## config.mk

```make
export PLATFORM = sky130hd
export DESIGN_NAME = reg_writeback
export DESIGN_NICKNAME = d
export VERILOG_FILES = /design/src/rtl/reg_writeback.sv
export SDC_FILE = /design/constraint.sdc
export NUM_CORES = 1
export LEC_CHECK = 0
export CORE_MARGIN = 4
export CORE_UTILIZATION = 49
export CTS_BUF_LIST = sky130_fd_sc_hd__clkbuf_4
export CTS_CLUSTER_DIAMETER = 120
export DETAILED_ROUTE_END_ITERATION = 6
export HOLD_SLACK_MARGIN = 0.03
export PLACE_DENSITY = 0.83
export SYNTH_ARGS = -nofsm -noshare
export SYNTH_HDL_FRONTEND = slang
export SYNTH_SLANG_ARGS = --single-unit
export TNS_END_PERCENT = 10
```

## constraint.sdc

```tcl
create_clock -name clk -period 5 [get_ports clk]
set_input_delay 1.25 -clock clk [delete_from_list [all_inputs] [get_ports clk]]
set_output_delay 1.25 -clock clk [all_outputs]
set_load 0.01 [all_outputs]
```

## src/rtl/reg_writeback.sv

```systemverilog
// Register-file write front end: merges ALU and queued load results into one write per cycle,
// with read-port forwarding of the in-flight write and busy flags for queued loads.
module reg_writeback #(
    parameter int WIDTH  = 64,
    parameter int DEPTH  = 4,
    parameter int STARVE = 4
) (
    input  logic             clk,
    input  logic             rst,
    input  logic             alu_valid,
    output logic             alu_ready,
    input  logic [4:0]       alu_rd,
    input  logic [WIDTH-1:0] alu_data,
    input  logic             ld_valid,
    output logic             ld_ready,
    input  logic [4:0]       ld_rd,
    input  logic [WIDTH-1:0] ld_data,
    output logic             RegWrite,
    output logic [4:0]       WriteRegister,
    output logic [WIDTH-1:0] WriteData,
    input  logic [4:0]       ReadRegister1,
    input  logic [4:0]       ReadRegister2,
    input  logic [WIDTH-1:0] rf_data1,
    input  logic [WIDTH-1:0] rf_data2,
    output logic [WIDTH-1:0] fwd_data1,
    output logic [WIDTH-1:0] fwd_data2,
    output logic             busy1,
    output logic             busy2
);
    localparam int PW = $clog2(DEPTH);
    localparam int CW = $clog2(DEPTH + 1);
    localparam int SW = $clog2(STARVE + 1);
    localparam logic [CW-1:0] FULL       = CW'(DEPTH);
    localparam logic [SW-1:0] STARVE_MAX = SW'(STARVE);
    localparam logic [4:0]    XZR        = 5'd31;

    logic [4:0]       q_rd   [DEPTH];
    logic [WIDTH-1:0] q_data [DEPTH];
    logic [DEPTH-1:0] q_live;
    logic [PW-1:0]    head, tail;
    logic [CW-1:0]    count;
    logic [SW-1:0]    sc;

    logic head_live, head_dead, starved;
    logic alu_wr, ld_push, write_head, pop;

    assign head_live  = (count != '0) && q_live[head];
    assign head_dead  = (count != '0) && !q_live[head];
    assign starved    = head_live && (sc == STARVE_MAX);
    assign alu_ready  = !rst && !starved;
    assign ld_ready   = !rst && (count != FULL);
    assign alu_wr     = alu_valid && alu_ready && (alu_rd != XZR);
    assign ld_push    = ld_valid && ld_ready && (ld_rd != XZR);
    // A starved head already blocks the ALU, so "head wins" reduces to "no ALU write".
    assign write_head = head_live && !alu_wr;
    assign pop        = head_dead || write_head;

    always_ff @(posedge clk) begin
        if (rst) begin
            head          <= '0;
            tail          <= '0;
            count         <= '0;
            sc            <= '0;
            q_live        <= '0;
            RegWrite      <= 1'b0;
            WriteRegister <= '0;
            WriteData     <= '0;
        end else begin
            RegWrite <= alu_wr || write_head;
            if (write_head) begin
                WriteRegister <= q_rd[head];
                WriteData     <= q_data[head];
            end else if (alu_wr) begin
                WriteRegister <= alu_rd;
                WriteData     <= alu_data;
            end

            // Older queued loads to the same register are superseded by this ALU write.
            for (int i = 0; i < DEPTH; i++) begin
                if (alu_wr && (q_rd[i] == alu_rd))
                    q_live[i] <= 1'b0;
            end
            if (pop) begin
                q_live[head] <= 1'b0;
                head         <= head + PW'(1);
            end
            if (ld_push) begin
                q_live[tail] <= 1'b1;
                tail         <= tail + PW'(1);
            end

            case ({ld_push, pop})
                2'b10:   count <= count + CW'(1);
                2'b01:   count <= count - CW'(1);
                default: count <= count;
            endcase

            if ((count == '0) || pop)
                sc <= '0;
            else if (head_live && (sc != STARVE_MAX))
                sc <= sc + SW'(1);
        end
    end

    always_ff @(posedge clk) begin
        if (ld_valid && ld_ready && (ld_rd != XZR)) begin
            q_rd[tail]   <= ld_rd;
            q_data[tail] <= ld_data;
        end
    end

    assign fwd_data1 = (RegWrite && (WriteRegister == ReadRegister1) && (ReadRegister1 != XZR))
                       ? WriteData : rf_data1;
    assign fwd_data2 = (RegWrite && (WriteRegister == ReadRegister2) && (ReadRegister2 != XZR))
                       ? WriteData : rf_data2;

    always_comb begin
        busy1 = 1'b0;
        busy2 = 1'b0;
        for (int i = 0; i < DEPTH; i++) begin
            if (q_live[i] && (q_rd[i] == ReadRegister1) && (ReadRegister1 != XZR))
                busy1 = 1'b1;
            if (q_live[i] && (q_rd[i] == ReadRegister2) && (ReadRegister2 != XZR))
                busy2 = 1'b1;
        end
    end
endmodule
```

==> impl_metrics.json <==
{
  "status": "finished clean",
  "worst_setup_path_start_kind": "input pin",
  "worstPathRequired_ns": 3.75,
  "hold_depth": 2,
  "final_core_util_pct": 70.02,
  "synth_top_area_share_pct": 51.47,
  "grt_overflow": 0,
  "synth_nets": 1392,
  "synth_cells": 1100,
  "cp_data_arrival_time_ns": 3.61,
  "clk_latency_ns": 0.70,
  "vias_per_cell": 5.355,
  "ios": 482,
  "clk_path_buf_depth": 3,
  "synth.area.top_cells": "edfxtp_1 (51%), dfxtp_1 (11%), mux4_2 (9.8%), mux2_2 (8.4%), a311oi_1 (3.8%)",
  "cts_sinks": 362,
  "hold_viol": 0,
  "fmax_mhz": 205.9,
  "path_clk_slew_ns": 0.06,
  "postCtsResizedCells": 0,
  "yosys_warnings": 0,
  "post_drt_wl_per_cell_um": 21.25,
  "cts_setup_buffers": 0,
  "ys_ff_latch": 362,
  "synth_area_leader_cell": "edfxtp_1",
  "rsz0062_at_grt": "false",
  "syn_to_final_growth_pct": 41.14,
  "fin_crit_ns": 4.856,
  "worstSetupEndpointType": "output pin",
  "place_ws_ns": 0.1802,
  "slew_headroom_pct": 24.70,
  "wl_um": 45500,
  "place_congestion": 0.9246,
  "cts_hold_buf": 0,
  "io_buffers": 481,
  "synth_cell_types": 38,
  "grt_usage_pct": 24.67,
  "timing.final.crit_share_pct": 97.13,
  "grt_pass1_wl_um": 69190,
  "grt_max_degree": 79,
  "synth_edf_count": 276,
  "antenna_found_initial": 3,
  "worst-setup-path-type": "input pin to output pin",
  "ys_seq_area_share_pct": 62.16,
  "setup_tns_ns": 0,
  "die_y_um": 189.3,
  "cap_violations": 0,
  "ant_nets": 0,
  "hpwl_um": 31120,
  "vdd_drop_max_uv": 227.7,
  "rr_worst_depth": 6,
  "synth_flop_cell": "edfxtp_1",
  "power_density_nw_per_um2": 371.9,
  "leakagePower_uw": 0.007712,
  "hold_ws_ns": 0.5111,
  "core_area_um2": 32450,
  "fp.dieArea_um2": 35830,
  "grt_pass1_vias": 12415,
  "drv_slew": 0,
  "cp_max_fo": 36,
  "cts_inserted_buffers": 90,
  "cts_root_buf": "clkbuf_4",
  "rows": 66,
  "final_layout_size_suffix_gt1_share_pct": 22.24,
  "layout.nets": 1910,
  "die_w_um": 189.3,
  "num_vias": 11464,
  "cts_tree": "built",
  "finalWorstSetupSlack_ns": 0.1435,
  "synth_area_um2": 16100,
  "syn_avg_cell_area_um2": 14.64,
  "drtIter0Drc": 708,
  "finalSetupViolCount": 0,
  "initial_utilization_pct": 49.61,
  "first_pass_iters": 7,
  "async_reset_ff_share_pct": 0,
  "n_fill_cell": 2245,
  "h-tree-depth": 3,
  "drc": 0,
  "skew_ns": 0.03955,
  "tightestPinTransition_ns": 1.130,
  "hold_path_class": "flop to flop"
}
synthesized netlist by cell type, types with 2 or more instances:
master / instances
and4_1: 2
mux2_1: 8
mux4_2: 70
xnor2_1: 30
a311oi_1: 69
inv_1: 11
o21ai_0: 2
nand2_1: 148
a31oi_1: 7
nor4_1: 8
nand4_1: 2
or4_1: 4
edfxtp_1: 276
dfxtp_1: 86
nor3_1: 2
ha_1: 11
nand3_1: 12
nor2_1: 78
clkbuf_1: 64
a21oi_1: 3
xor2_1: 44
a41o_1: 4
and2_1: 4
and3_1: 4
mux2_2: 120
buf_2: 19
sequential cells by signal, summed over array words and instances, names as in the netlist, named ones only:
signal         count
sc                 3
q_data           256
WriteData         64
count              3
WriteRegister      5
q_rd              20
head               2
q_live             4
RegWrite           1
tail               2
path summary, 6_finish.rpt:
| kind | start | endpoint | slack (ns) |
|---|---|---|---|
| min reg2reg | WriteData[41] | WriteData[41] | 0.51 |
| max reg2reg | head[0] | WriteData[24] | 1.80 |
| max | ReadRegister2[4] | fwd_data2[23] | 0.14 |
| min | WriteData[41] | WriteData[41] | 0.51 |
worst max-delay path, cell delays in order:
cell and delay [ns]:
clkdlybuf4s50_1 0.56, xnor2_1 0.14, nand4_1 0.15, nor4_4 0.30, buf_12 0.27, mux2_2 0.38, clkdlybuf4s50_1 0.50
cell families after synthesis:
kind of cell               count (synthesis)  share of synthesized area (%)
and+or+nand+nor                          270                          7.001
DFF                                      362                          62.16
adders and majority gates                 12                         0.9791
AOI/OAI and AO/OA                         88                          4.639
buffers and inverters                     95                          2.386
muxes                                    199                          18.80
xor gates and xnor gates                  74                          4.025
report_power, final:
group,leakage [µW],total (µW),switching (µW),internal [µW]
Sequential,0.00321,3800,330,3470
Clock,0.000725,2540,1170,1370
Combinational,0.00377,2110,917,1190
layout make-up:
class	count	area [µm²]	area share, %
Tap cell	442	553.0	2.434
Clock inverter	39	250.2	1.101
Timing Repair Buffer	510	5130	22.57
Sequential cell	362	10020	44.08
Inverter	11	41.29	0.1817
Antenna cell	4	10.01	0.04405
Clock buffer	130	975.9	4.294
Multi-Input combinational cell	643	5748	25.29
cell usage in the layout (no fill, tap or decap), types with 3 or more instances in the layout:
master	synthesis	final
nor4_1	8	8
inv_1	11	11
clkinv_1	0	23
and2_4	0	4
clkinv_2	0	9
nand3_1	12	12
buf_12	0	8
or4_1	4	4
clkdlybuf4s50_1	0	480
clkbuf_4	0	130
diode_2	0	4
nand2_1	148	148
mux2_2	120	120
dfxtp_1	86	84
a31oi_1	7	7
edfxtp_1	276	276
buf_4	1	22
bufinv_16	0	3
and3_1	4	4
xor2_1	44	44
xnor2_1	30	30
nor2_1	78	78
a21oi_1	3	3
a311oi_1	69	69
a41o_1	4	4
mux4_2	70	70
ha_1	11	11
mux2_1	8	8
per-layer routing:
metal	track usage, %	share of wire (%)	vias up
li1	-	-	5316
met1	31.01	41	5667
met2	42.28	51	406
met3	6.342	6.7	73
met4	7.846	2.1	2
met5	0	0.029	-
per-stage QoR:
| step | std cells | cell area [µm²] | total power, µW |
|---|---|---|---|
| 5_1_grt | 2139 | 22720 | 8911 |
| 2_1_floorplan | 1100 | 16100 | 5017 |
| 3_5_place_dp | 1968 | 21490 | 6003 |
| 6_report | 2141 | 22730 | 8451 |
| 4_1_cts | 2137 | 22720 | 8552 |
| 3_3_place_gp | 1968 | 21490 | 5945 |
Note: power is estimated with default switching activity, not from simulation.
